<file path="src/rtl/csa_8_arbiter.sv">
// Round-robin arbiter that shares one 8-bit carry-select adder among N_REQ requesters.
// The winning pair is added combinationally and the result is held in a one-entry response register.

module csa_8 (
  input  logic [7:0] a,
  input  logic [7:0] b,
  input  logic       cin,
  output logic [7:0] sum,
  output logic       cout
);
  logic [3:0] lo_sum, hi_sum0, hi_sum1;
  logic       lo_c, hi_c0, hi_c1;

  function automatic logic [4:0] ripple4(input logic [3:0] x, input logic [3:0] y,
                                         input logic ci);
    logic [4:0] r;
    logic       c;
    // NOTE: blocking '=' is correct here: this is combinational evaluation, each bit needs the carry just computed.
    c = ci;
    r = '0;
    for (int i = 0; i < 4; i++) begin
      r[i] = x[i] ^ y[i] ^ c;
      c    = (x[i] & y[i]) | (c & (x[i] ^ y[i]));
    end
    r[4] = c;
    return r;
  endfunction

  // Upper nibble is precomputed for both carry-ins; the low-nibble carry picks one.
  assign {lo_c,  lo_sum}  = ripple4(a[3:0], b[3:0], cin);
  assign {hi_c0, hi_sum0} = ripple4(a[7:4], b[7:4], 1'b0);
  assign {hi_c1, hi_sum1} = ripple4(a[7:4], b[7:4], 1'b1);

  assign sum  = {lo_c ? hi_sum1 : hi_sum0, lo_sum};
  assign cout = lo_c ? hi_c1 : hi_c0;
endmodule

module csa_8_arbiter #(
  parameter  int N_REQ = 4,
  localparam int ID_W  = $clog2(N_REQ)
) (
  input  logic               clk,
  input  logic               rst_n,
  input  logic [N_REQ-1:0]   req_valid,
  input  logic [8*N_REQ-1:0] req_a,
  input  logic [8*N_REQ-1:0] req_b,
  output logic [N_REQ-1:0]   req_ready,
  output logic               rsp_valid,
  input  logic               rsp_ready,
  output logic [7:0]         rsp_sum,
  output logic               rsp_carry,
  output logic [ID_W-1:0]    rsp_id
);
  typedef enum logic {S_EMPTY, S_FULL} state_t;

  state_t          state;
  logic [ID_W-1:0] rr_ptr;
  logic [ID_W-1:0] gnt_idx;
  logic [ID_W-1:0] ptr_next;
  logic            gnt_found;
  logic            can_accept;
  logic            grant;
  logic [7:0]      op_a, op_b;
  logic [7:0]      add_sum;
  logic            add_carry;
  int              cand;

  // Search upward from rr_ptr, wrapping at N_REQ-1, for the first valid requester.
  always_comb begin
    // NOTE: every always_comb output gets a default first so no path leaves it unassigned (no latch).
    gnt_found = 1'b0;
    gnt_idx   = '0;
    cand      = 0;
    for (int i = 0; i < N_REQ; i++) begin
      cand = int'(rr_ptr) + i;
      if (cand >= N_REQ) cand = cand - N_REQ;
      if (!gnt_found && req_valid[cand]) begin
        gnt_found = 1'b1;
        gnt_idx   = ID_W'(cand);
      end
    end
  end

  assign ptr_next   = (gnt_idx == ID_W'(N_REQ - 1)) ? '0 : gnt_idx + ID_W'(1);
  assign can_accept = (state == S_EMPTY) || rsp_ready;
  assign grant      = rst_n && can_accept && gnt_found;
  assign req_ready  = grant ? (N_REQ'(1) << gnt_idx) : '0;

  always_comb begin
    op_a = '0;
    op_b = '0;
    for (int i = 0; i < N_REQ; i++) begin
      if (gnt_idx == ID_W'(i)) begin
        op_a = req_a[8*i +: 8];
        op_b = req_b[8*i +: 8];
      end
    end
  end

  csa_8 u_csa_8 (
    .a    (op_a),
    .b    (op_b),
    .cin  (1'b0),
    .sum  (add_sum),
    .cout (add_carry)
  );

  assign rsp_valid = (state == S_FULL);

  // A grant while FULL retires the old result and loads the new one at the same edge.
  always_ff @(posedge clk) begin
    // NOTE: sequential state uses non-blocking '<=' so all registers update from pre-edge values.
    if (!rst_n) begin
      state     <= S_EMPTY;
      rr_ptr    <= '0;
      rsp_sum   <= '0;
      rsp_carry <= 1'b0;
      rsp_id    <= '0;
    end else if (grant) begin
      state     <= S_FULL;
      rr_ptr    <= ptr_next;
      rsp_sum   <= add_sum;
      rsp_carry <= add_carry;
      rsp_id    <= gnt_idx;
    end else if (state == S_FULL && rsp_ready) begin
      state <= S_EMPTY;
    end
  end
endmodule

</file>
<file path="config.mk">
export PLATFORM = sky130hd
export DESIGN_NAME = csa_8_arbiter
export DESIGN_NICKNAME = d
export VERILOG_FILES = /design/src/rtl/csa_8_arbiter.sv
export SDC_FILE = /design/constraint.sdc
export NUM_CORES = 1
export LEC_CHECK = 0
export CORE_MARGIN = 8
export CORE_UTILIZATION = 33
export CTS_CLUSTER_DIAMETER = 50
export CTS_CLUSTER_SIZE = 28
export DETAILED_ROUTE_END_ITERATION = 12
export PLACE_DENSITY = 0.77
export SLEW_MARGIN = 10
export SYNTH_ARGS = -nofsm -noshare
export SYNTH_HDL_FRONTEND = slang
export SYNTH_HIERARCHICAL = 1
export SYNTH_SLANG_ARGS = --single-unit
</file>
<file path="constraint.sdc">
create_clock -name clk -period 5.9 [get_ports clk]
set_clock_uncertainty 0.2 [all_clocks]
set_input_delay 0.885 -clock clk [delete_from_list [all_inputs] [get_ports clk]]
set_output_delay 0.885 -clock clk [all_outputs]
set_load 0.03 [all_outputs]
</file>
==> key figures, run 1 <==
Clocking
  – Number of post-CTS setup repair buffers: 0
  – Deepest level of the CTS H-tree: 1
  – Clock tree from TritonCTS: built
  – Library cell used as clock root buffer: clkbuf_8
  – Post-CTS Hold Buffers: 0
  – Clock Sinks: 14
  – Number of CTS-inserted buffers: 3
  – Clk slew on worst S/H paths: approximately 0.060 ns
  – Clock latency on the worst-skew pair: 0.24 ns
  – Clock Tree Buf Depth: 2

Routing
  – Routed length per instance: ~15 um
  – Number of DRC violations after detailed routing: 0
  – DRT met1 WL: between 2000 and 2500 um
  – Wirelength, routed: between 4000 and 5000 um
  – Residual antenna-violating net count after detailed routing: 0
  – Routed wl met2: 2330 um
  – Number of violations reported at the end of detailed-routing iteration 0: 70
  – Via density per instance: 4.82
  – DR vias: roughly 1600
  – Top Metal Used: met4
  – Number of detailed-route iterations in the first pass: 4
  – Metal3 WL: between 400 and 500 um

Placement
  – Last weighted congestion value of the routability-driven placer: about 0.85
  – DP HPWL: 4020 um
  – Area of placed instances: roughly 2400 um2
  – # port buffers: 86

STA
  – Actual slew at the worst max-slew pin: slightly above 0.6 ns
  – Minimum clock period: roughly 5.7 ns
  – Setup violation total in the final timing report: 0
  – Timing-limited maximum frequency: roughly 180 MHz
  – Worst Hold Margin: 0.257 ns
  – Fin crit share: 96.2%
  – Unrepaired setup endpoints after global routing: no
  – Final Hold Vio Count: 0
  – Final max-slew violation count: 0
  – Worst slew slack as a fraction of its limit: between 50% and 60%

Global routing
  – Number of antenna violations at the first check in global routing: 0
  – Wire length of the first global-routing pass: around 7200 um
  – Vias in the first global route: about 1600
  – Pin count of the biggest net entering global routing: 25
  – Total routing resource utilization after global routing: ~14%
  – Overflow left after global routing: 0

Yosys
  – Library cell with the highest instance count after synthesis: nand2_1
  – Count of flip-flops with a built-in enable after synthesis: 0
  – Largest family of logic cells by synthesized area: compound AO/OA/AOI/OAI gates
  – Post-synth net total: approximately 270
  – FFs w/ async S/R, synth: 0%
  – Multiplexer share of the synthesized area: 1.48%
  – Leading area contributor after synthesis: dfxtp_1
  – Sequential area share after synthesis: approximately 21%
  – Post-synth cell types: 30
  – Xor/xnor cell area share of the yosys netlist: less than 1%
  – Top post-synthesis cells by count: 38 x nand2_1, 35 x o21ai_1, 16 x inv_1
  – Number of flip-flops and latches in the synthesized netlist: 14
  – Synthesized instance count: roughly 180
  – Mean instance size in the synthesized netlist: 7.36 um2
  – Area of the mapped netlist: 1350 um2
  – Simple-gate portion of the synthesized area: between 20% and 30%
  – Top area cells in the synthesized netlist: dfxtp_1 21%, o21ai_1 13%, a221o_1 11%
  – Post-synthesis share of cell area spent on full adders, half adders and majority gates: ~16%
  – Compound-cell area share of the yosys netlist: roughly 28%
  – Yosys Warn Count: 6
  – Top cell type's share of synthesized area: between 20% and 30%
  – Post-synth top flop: dfxtp_1

Critical path
  – Kind of cell adding the most delay to the critical path: adder cells
  – Worst setup path category: input port to flip-flop
  – Largest fanout on the critical path: 4
  – Category of the worst setup path capture point: flip-flop
  – Crit-path max cell delay: 0.42 ns
  – Data arrival time at the worst-slack endpoint: 5.67 ns
  – Cell type of the slowest stage on the worst timing path: fa_1
  – Data required time at the worst endpoint: 5.89 ns
  – Number of buffer and inverter instances along the worst setup path: 7
  – Worst setup SP type: input port

Floorplanning
  – Overall die height: around 80 um
  – Row count: 23
  – IO Count: slightly below 90
  – Die outline width: 80.1 um
  – Core area: 3970 um2
  – Die ar.: approximately 6400 um2
  – Initial Util: between 30% and 40%

Final layout
  – Layout net count: ~370
  – Number of fill cells in the layout: between 300 and 400
  – N_diodes: 0
  – Final Util: approximately three fifths
  – Final standard cell area without fillers: 2440 um2
  – Area grow syn2layout: 80.6%
  – Ratio of cells with drive above 1 in the final layout: a little over an eighth

Power and ir drop
  – P per Cell Area: 322 nW/um2
  – Sequential fraction of design power: 18.2%
  – Net switching share of the total power: a little over two fifths
  – Combinational share of power: a little over two thirds
  – Peak supply drop: around 0.12 mV
  – Switch Pwr: 340 uW
  – Leakage power: about 0.0010 uW
  – Internal power: about 450 uW
  – Clock power share: 11.7%

Outcome
  – Run status: completed

Hold path
  – Tightest Hold Check Type: flip-flop to flip-flop

Flow run
  – Number of violations of the max-capacitance limit: 0
==> power by group through the flow <==
stage	sequential, uW	clock [uW]	combinational (uW)
finish	144	92.2	552
floorplan	196	0	273
global route	147	97.4	602
global placement	144	0	522
detailed placement	145	0	535
CTS	144	94.7	547
==> cells by family after synthesis <==
logic type	Yosys count
AO/OA/AOI/OAI	58
XOR/XNOR	1
adder cells (fa/ha/maj)	13
buffers and inverters	29
flip-flops	14
multiplexers	2
other	1
AND/OR/NAND/NOR	66
==> worst reg2reg max path: stages, from the launching register on <==
cell and delay [ns]:
dfxtp_1 0.47, mux2i_1 0.22, nor2_1 0.08, nor4_2 0.33, inv_1 0.11, ha_1 0.22
nor2b_2 0.17, a221o_1 0.29, o21ai_1 0.08, o21ai_1 0.10, fa_1 0.42, inv_1 0.08
fa_1 0.18, inv_1 0.06, fa_2 0.34, fa_2 0.38, mux2i_2 0.19, fa_2 0.34
fa_1 0.36, inv_1 0.07, fa_1 0.40, inv_1 0.07, nand2_1 0.05, nand2_1 0.06
==> routing by layer <==
metal / vias up / track usage [%]
met5: - / 0
met4: 0 / 5.82
met3: 4 / 4.13
met2: 71 / 23.6
met1: 691 / 16.1
li1: 831 / -
==> cell type report <==
class                      count  area (um2)  share of cell area (%)
inverter                      17        63.8                    2.61
sequential                    14         280                    11.5
multi-input combinational    141         973                    39.8
clock buffer                   4        55.1                    2.25
timing repair buffer         105        1010                    41.3
tap                           50        62.6                    2.56
==> repair_timing <==
action	in CTS	in global routing
endpoints found under the setup margin	1	2
gates resized for setup	7	4
pin swaps	2	2
cloned	0	0
==> layout by cell type, fill, tap and decap left out, types with 6 or more instances in the layout <==
cell type        netlist  final
nand3_1               10     10
inv_1                 16     16
dfxtp_1               14     14
buf_4                  0     19
o21ai_1               35     35
ha_1                   6      6
clkdlybuf4s50_1        0     82
nand2_1               38     38
a221o_1               15     15
==> state kept, by name, summed over array words and instances (netlist names) <==
register	flops
rsp_id	2
rsp_sum	8
rsp_valid	1
rsp_carry	1
rr_ptr	2
==> final timing paths <==
kind                     startpoint                 endpoint  slack (ns)  cells past startpoint
max                    req_valid[0]  rsp_sum[7]$_SDFFE_PN0N_        0.22                     25
min          rsp_carry$_SDFFE_PN0N_   rsp_carry$_SDFFE_PN0N_        0.26                      2
max reg2reg  rr_ptr[1]$_SDFFE_PN0N_  rsp_sum[7]$_SDFFE_PN0N_        0.59                     23
min reg2reg  rsp_carry$_SDFFE_PN0N_   rsp_carry$_SDFFE_PN0N_        0.26                      2
==> metrics by stage <==
stage	worst slack [ns]	power [uW]	setup TNS, ns	instances
detailed placement	-0.391	680	-0.585	327
CTS	0.0374	785	0	331
global route	0.0492	847	0	331
floorplan	0.128	470	0	184
global placement	-0.234	665	-0.284	327
finish	0.223	788	0	331
Power figures use the tool's default switching activity.
==> run 2: changes to the inputs <==
--- a/config.mk
+++ b/config.mk
@@ -5,12 +5,14 @@
 export SDC_FILE = /design/constraint.sdc
 export NUM_CORES = 1
 export LEC_CHECK = 0
+export ABC_CLOCK_PERIOD_IN_PS = 5900
 export CORE_MARGIN = 8
-export CORE_UTILIZATION = 33
+export CORE_UTILIZATION = 34
+export CTS_BUF_LIST = sky130_fd_sc_hd__clkbuf_2
 export CTS_CLUSTER_DIAMETER = 50
 export CTS_CLUSTER_SIZE = 28
 export DETAILED_ROUTE_END_ITERATION = 12
-export PLACE_DENSITY = 0.77
+export PLACE_DENSITY = 0.79
 export SLEW_MARGIN = 10
 export SYNTH_ARGS = -nofsm -noshare
 export SYNTH_HDL_FRONTEND = slang
==> run 2 against run 1 <==
  * Final cell count rose by 0.91%
  * Wire length fell by 0.58%
  * Count of clock-buffer cells in the layout fell by 1
  * Register-to-register slack improved by 0.10 ns
  * Cell area fell by 0.20%
  * Via count rose by 3.7%
  * Critical path depth did not move
  * Combinational power barely moved
  * Die area fell by 2.4%
  * Power fell by 6.0%
==> key figures, run 2 (same netlist as run 1, synthesis figures left out) <==
Outcome
  – Run status: completed

Final layout
  – Most common cell after layout, fill and taps aside: clkdlybuf4s50_1
  – Ratio of cells with drive above 1 in the final layout: 13.4% (+0.21 points)
  – N_diodes: 0 (unchanged)
  – Count of non-filler cells in the finished layout: 334 (+0.91%)
  – Registers with the most flip-flops: rsp_sum (8), rr_ptr (2), rsp_id (2)
  – Number of flip-flops in the largest register: 8 (unchanged)
  – Area grow syn2layout: 80.2%
  – Commonest cells after routing, fill and taps aside: 82 x clkdlybuf4s50_1, 38 x nand2_1, 35 x o21ai_1, 22 x buf_4, 16 x inv_1
  – Layout net count: 369 (+0.82%)
  – Register with the highest flop count: rsp_sum
  – Number of fill cells in the layout: 364 (+0.28%)

Global routing
  – Wire length of the first global-routing pass: 7490 um (+3.5%)
  – Vias in the first global route: 1652 (+2.4%)
  – Pin count of the biggest net entering global routing: 21 (-16%)
  – Overflow left after global routing: 0 (unchanged)
  – Total routing resource utilization after global routing: 14.7% (+0.66 points)
  – Number of antenna violations at the first check in global routing: 0 (unchanged)

Power and ir drop
  – Net switching share of the total power: 45.0% (+1.9 points)
  – Switch Pwr: 334 uW (-1.8%)
  – P per Cell Area: 304 nW/um2 (-5.8%)
  – Sequential fraction of design power: 19.3% (+1.1 points)
  – Combinational share of power: 74.5% (+4.4 points)
  – Internal power: 408 uW (-9.1%)
  – Peak supply drop: 0.127 mV (+2.8%)
  – Leakage power: 0.00106 uW (+0.90%)
  – Clock power share: 6.2% (-5.5 points)

Floorplanning
  – Overall die height: 79.1 um (-1.2%)
  – Row count: 23 (unchanged)
  – Initial Util: 34.6% (+0.50 points)
  – IO Count: 87 (unchanged)
  – Die ar.: 6260 um2 (-2.4%)
  – Die outline width: 79.1 um (-1.2%)
  – Core area: 3910 um2 (-1.4%)

Routing
  – DR vias: 1656 (+3.7%)
  – Metal3 WL: 507 um (+20%)
  – Number of violations reported at the end of detailed-routing iteration 0: 108 (+54%)
  – Number of detailed-route iterations in the first pass: 4 (unchanged)
  – Via density per instance: 4.96 (+2.8%)
  – Wirelength, routed: 4830 um (-0.58%)
  – Number of DRC violations after detailed routing: 0 (unchanged)
  – Routed wl met2: 2310 um (-0.56%)
  – Residual antenna-violating net count after detailed routing: 0 (unchanged)
  – DRT met1 WL: 1940 um (-5.2%)
  – Top Metal Used: met4
  – Routed length per instance: 14.4 um (-1.5%)

Critical path
  – Worst setup path category: input port to flip-flop
  – Category of the worst setup path capture point: flip-flop
  – Largest fanout on the critical path: 4 (unchanged)
  – Data arrival time at the worst-slack endpoint: 5.54 ns (-0.13 ns)
  – Number of buffer and inverter instances along the worst setup path: 7 (unchanged)
  – Cell type of the slowest stage on the worst timing path: fa_1
  – Kind of cell adding the most delay to the critical path: adder cells
  – Worst setup SP type: input port
  – Crit-path max cell delay: 0.44 ns (+0.02 ns)
  – Data required time at the worst endpoint: 5.94 ns (+0.05 ns)

Placement
  – Post-Place Setup Slack: -0.366 ns (+0.0256 ns)
  – DP HPWL: 4060 um (+1.1%)
  – Last weighted congestion value of the routability-driven placer: 0.762 (-9.9%)
  – Cell Count Post-Placement: 330 (+0.92%)
  – # port buffers: 86 (unchanged)

STA
  – Final max-slew violation count: 0 (unchanged)
  – Minimum clock period: 5.51 ns (-0.169 ns)
  – Worst slew slack as a fraction of its limit: 60.8% (+1.2 points)
  – Final Hold Vio Count: 0 (unchanged)
  – Actual slew at the worst max-slew pin: 0.586 ns (-0.0183 ns)
  – Timing-limited maximum frequency: 182 MHz (+3.1%)
  – Unrepaired setup endpoints after global routing: no
  – Fin crit share: 93.4% (-2.9 points)
  – Setup violation total in the final timing report: 0 (unchanged)
  – Crit path setup slack, layout: 0.392 ns (+0.169 ns)
  – Setup TNS: 0 ns (unchanged)

Clocking
  – Clk slew on worst S/H paths: 0.14 ns (+0.08 ns)
  – Clock tree from TritonCTS: built
  – Clock Tree Buf Depth: 2 (unchanged)
  – Clock latency on the worst-skew pair: 0.27 ns (+0.03 ns)
  – Number of CTS-inserted buffers: 3 (unchanged)
  – Clock Sinks: 14 (unchanged)
  – Post-CTS Hold Buffers: 0 (unchanged)
  – Library cell used as clock root buffer: clkbuf_2
  – Deepest level of the CTS H-tree: 1 (unchanged)

Hold path
  – Tightest Hold Check Type: flip-flop to flip-flop

Flow run
  – Number of violations of the max-capacitance limit: 0 (unchanged)
## run 2: per-stage QoR
step	hold slack [ns]	util [%]	power (uW)	area, um2
final	0.261	62.3	741	2440
after global routing	0.284	62.3	812	2440
after CTS	0.267	61.7	742	2420
after detailed placement	0.247	60.7	690	2380
after global placement	0.243	60.7	669	2380
after floorplan	0.287	-	470	1350
## run 2: final timing paths
kind | start | to | slack (ns) | cells after the start
worst max-delay path | req_valid[0] | rsp_sum[7]$_SDFFE_PN0N_ | 0.39 | 25
worst min register to register | rsp_sum[2]$_SDFFE_PN0N_ | rsp_sum[2]$_SDFFE_PN0N_ | 0.26 | 2
worst min-delay path | rsp_sum[2]$_SDFFE_PN0N_ | rsp_sum[2]$_SDFFE_PN0N_ | 0.26 | 2
worst max register to register | rr_ptr[1]$_SDFFE_PN0N_ | rsp_sum[7]$_SDFFE_PN0N_ | 0.69 | 23
## run 2: what timing repair did
item,in CTS,in global routing
resized for setup,4,7
buffers inserted,0,0
pin swaps,0,2
endpoints found under the setup margin,1,1
## run 2: final cells by class
class	instances	area, um2	area share [%]
Clock buffer	3	15.0	0.615
Clock inverter	1	3.75	0.154
Inverter	17	63.8	2.62
Multi-Input combinational cell	141	978	40.1
Sequential cell	14	280	11.5
Tap cell	50	62.6	2.56
Timing Repair Buffer	108	1040	42.5
## run 2: power groups by stage
stage	clock network [uW]	registers [uW]	logic, uW
6_report	46.1	143	553
5_1_grt	53.2	148	611
4_1_cts	47.1	143	552
3_5_place_dp	0	146	544
3_3_place_gp	0	144	526
2_1_floorplan	0	196	273
## run 2: layer usage
layer	vias to the layer above	GRT usage [%]
li1	842	-
met1	735	17.0
met2	73	23.8
met3	6	5.64
met4	0	5.56
met5	-	0
## run 2: worst reg2reg max path: stages (launching register included)
cell and delay (ns):
dfxtp_1 0.50, nand2b_1 0.16, a21oi_1 0.09, nor4_2 0.31, inv_1 0.10, ha_1 0.21
nor2b_2 0.16, a221o_1 0.29, o21ai_1 0.07, o21ai_1 0.09, fa_1 0.44, inv_1 0.09
fa_1 0.16, inv_1 0.05, fa_2 0.35, fa_2 0.38, mux2i_1 0.15, fa_2 0.34
fa_1 0.37, inv_1 0.08, fa_1 0.40, inv_1 0.06, nand2_1 0.05, nand2_1 0.05
==> run 3: changes to the inputs <==
--- a/config.mk
+++ b/config.mk
@@ -6,7 +6,7 @@
 export NUM_CORES = 1
 export LEC_CHECK = 0
 export ABC_CLOCK_PERIOD_IN_PS = 5900
-export CORE_MARGIN = 8
+export CORE_MARGIN = 10
 export CORE_UTILIZATION = 34
 export CTS_BUF_LIST = sky130_fd_sc_hd__clkbuf_2
 export CTS_CLUSTER_DIAMETER = 50
==> run 3 against run 2 <==
  * Critical path depth shrank 1
  * Via count shrank 3.0%
  * First-iteration DRC count decreased by 1.9%
  * Register-to-register slack worse by 0.05 ns
  * Combinational power down 2%
  * Clock power down 5.6%
  * Worst setup slack worse by 0.014 ns
  * Sequential cell count is the same
  * Global-route usage down 1.1 points
  * Count of clock-buffer cells in the layout stayed put
  * Critical endpoint unchanged
==> key figures, run 3 (same netlist as run 1, synthesis figures left out) <==
Power and ir drop
  – Combinational share of power: 74.5% (about the same)
  – P per Cell Area: 299 nW/um2 (-1.6%)
  – Sequential fraction of design power: 19.5% (+0.2 points)
  – Leakage power: 0.00104 uW (-1.5%)
  – Power after layout: 726 uW (-2.1%)
  – Peak supply drop: 0.110 mV (-13%)
  – Clock power share: 6.0% (-0.2 points)
  – Switch Pwr: 324 uW (-3.0%)
  – Net switching share of the total power: 44.6% (-0.41 points)
  – Internal power: 402 uW (-1.4%)

Routing
  – DR vias: 1607 (-3.0%)
  – Via density per instance: 4.85 (-2.1%)
  – Number of detailed-route iterations in the first pass: 4 (unchanged)
  – Routed length per instance: 14.9 um (+3.2%)
  – Wirelength, routed: 4930 um (+2.2%)
  – Residual antenna-violating net count after detailed routing: 0 (unchanged)
  – Number of violations reported at the end of detailed-routing iteration 0: 106 (-1.9%)
  – Number of DRC violations after detailed routing: 0 (unchanged)

STA
  – Final Hold Vio Count: 0 (unchanged)
  – Setup violation total in the final timing report: 0 (unchanged)
  – Fin crit share: 93.6% (+0.24 points)
  – Worst slew slack as a fraction of its limit: 61.2% (+0.37 points)
  – Timing-limited maximum frequency: 181 MHz (-0.26%)
  – Setup TNS: 0 ns (unchanged)
  – Actual slew at the worst max-slew pin: 0.581 ns (-0.00550 ns)
  – Unrepaired setup endpoints after global routing: no
  – Final max-slew violation count: 0 (unchanged)
  – Minimum clock period: 5.52 ns (+0.0141 ns)

Global routing
  – Met2 demand-to-capacity share in global routing: 21.7% (-2.1 points)
  – Wire length of the first global-routing pass: 8150 um (+8.7%)
  – Number of antenna violations at the first check in global routing: 0 (unchanged)
  – Met1 capacity usage during global routing: 15.5% (-1.5 points)
  – Vias in the first global route: 1773 (+7.3%)
  – GR Util met3: 7.71% (+2.1 points)
  – Overflow left after global routing: 0 (unchanged)
  – Total routing resource utilization after global routing: 13.6% (-1.1 points)
  – Pin count of the biggest net entering global routing: 21 (unchanged)
  – Busiest metal layer after global routing: met2

Final layout
  – Count of non-filler cells in the finished layout: 331 (-0.90%)
  – Number of flip-flops in the largest register: 8 (unchanged)
  – Register with the highest flop count: rsp_sum
  – N_diodes: 0 (unchanged)
  – Number of fill cells in the layout: 345 (-5.2%)
  – Most common cell after layout, fill and taps aside: clkdlybuf4s50_1
  – Commonest cells after routing, fill and taps aside: 82 x clkdlybuf4s50_1, 38 x nand2_1, 35 x o21ai_1, 21 x buf_4, 16 x inv_1
  – Ratio of cells with drive above 1 in the final layout: 14.1% (+0.75 points)
  – Area grow syn2layout: 79.3%
  – Layout net count: 368 (-0.27%)
  – Registers with the most flip-flops: rsp_sum (8), rr_ptr (2), rsp_id (2)

Placement
  – Last weighted congestion value of the routability-driven placer: 0.817 (+7.1%)
  – DP HPWL: 4250 um (+4.6%)
  – # port buffers: 86 (unchanged)
  – Cell Count Post-Placement: 327 (-0.91%)

Clocking
  – Number of post-CTS setup repair buffers: 0 (unchanged)
  – Clock latency on the worst-skew pair: 0.26 ns (about the same)
  – Number of CTS-inserted buffers: 3 (unchanged)
  – Clock tree from TritonCTS: built
  – Clk slew on worst S/H paths: 0.13 ns (about the same)
  – Clock Sinks: 14 (unchanged)
  – Library cell used as clock root buffer: clkbuf_2
  – Clock Tree Buf Depth: 2 (unchanged)
  – Deepest level of the CTS H-tree: 1 (unchanged)

Outcome
  – Run status: completed

Flow run
  – Number of violations of the max-capacitance limit: 0 (unchanged)

Floorplanning
  – Core area: 3740 um2 (-4.3%)
  – Row count: 22 (-4.3%)
  – Die outline width: 83.1 um (+5.1%)
  – Overall die height: 83.1 um (+5.1%)
  – IO Count: 87 (unchanged)
  – Die ar.: 6910 um2 (+10%)
  – Initial Util: 36.2% (+1.6 points)

Critical path
  – Data arrival time at the worst-slack endpoint: 5.54 ns (about the same)
  – Worst setup SP type: input port
  – Data required time at the worst endpoint: 5.92 ns (-0.02 ns)
  – Category of the worst setup path capture point: flip-flop
  – Worst setup path category: input port to flip-flop
  – Largest fanout on the critical path: 5 (+1)

Hold path
  – Tightest Hold Check Type: flip-flop to flip-flop
## run 3: changes by cell type in the layout (fill, tap and decap cells not counted), sizes merged
cell          before  now
buf               22   21
clkbuf             3    4
dlymetal6s2s       4    3
## run 3: final cells by class
cell class                 instances  area [um2]  area share (%)
clock inverter                     1        3.75           0.155
tap                               48        60.1            2.47
inverter                          17        63.8            2.63
multi-input combinational        141         983            40.5
timing repair buffer             107        1020            42.1
clock buffer                       3        15.0           0.619
sequential                        14         280            11.5
## run 3: power groups by stage
stage | Clock (uW) | Sequential [uW] | Combinational (uW)
2_1_floorplan | 0 | 196 | 273
3_3_place_gp | 0 | 144 | 524
3_5_place_dp | 0 | 144 | 534
4_1_cts | 46.6 | 142 | 538
5_1_grt | 50.9 | 146 | 610
6_report | 43.5 | 142 | 541
## run 3: what timing repair did
| action | 4_1_cts | 5_1_grt |
|---|---|---|
| resized for setup | 3 | 12 |
| hold endpoints to repair | 0 | 0 |
| pin swaps | 1 | 2 |
| hold buffers | 0 | 0 |
| setup endpoints to repair | 1 | 2 |
## run 3: final timing paths
check                         startpoint                 endpoint  slack [ns]  depth (start not counted)
setup / recovery            req_valid[2]  rsp_sum[7]$_SDFFE_PN0N_        0.38                         24
hold / removal    rsp_carry$_SDFFE_PN0N_   rsp_carry$_SDFFE_PN0N_        0.26                          2
setup reg to reg  rr_ptr[1]$_SDFFE_PN0N_  rsp_sum[7]$_SDFFE_PN0N_        0.64                         23
hold reg to reg   rsp_carry$_SDFFE_PN0N_   rsp_carry$_SDFFE_PN0N_        0.26                          2
## run 3: metal layers
metal | part of all wire [%] | vias to the layer above
met5 | 0 | -
met2 | 44 | 68
met4 | 0.26 | 0
met1 | 43 | 701
li1 | - | 836
met3 | 13 | 2
## run 3: stage by stage
step                      setup WS, ns  util [%]  instance area (um2)  hold slack, ns
after floorplan                  0.128         -                 1350           0.287
after detailed placement        -0.367      63.2                 2370           0.245
final                            0.378      64.8                 2430           0.262
after global routing            0.0824      64.8                 2430           0.294
after global placement          -0.219      63.2                 2370           0.243
after CTS                     0.000540      64.0                 2400           0.265
## run 3: worst max-delay path: stages
cell and delay [ns]:
dlymetal6s2s_1 0.19, mux2i_1 0.15, nor2_1 0.08, nor4_2 0.32, inv_1 0.12, ha_2 0.21
nor2b_2 0.16, a221o_1 0.29, o21ai_1 0.08, o21ai_1 0.09, fa_1 0.43, inv_1 0.08
fa_1 0.16, inv_1 0.05, fa_2 0.35, fa_2 0.39, mux2i_1 0.14, fa_1 0.38
fa_1 0.36, inv_1 0.07, fa_1 0.40, inv_1 0.06, nand2_1 0.04, nand2_1 0.05
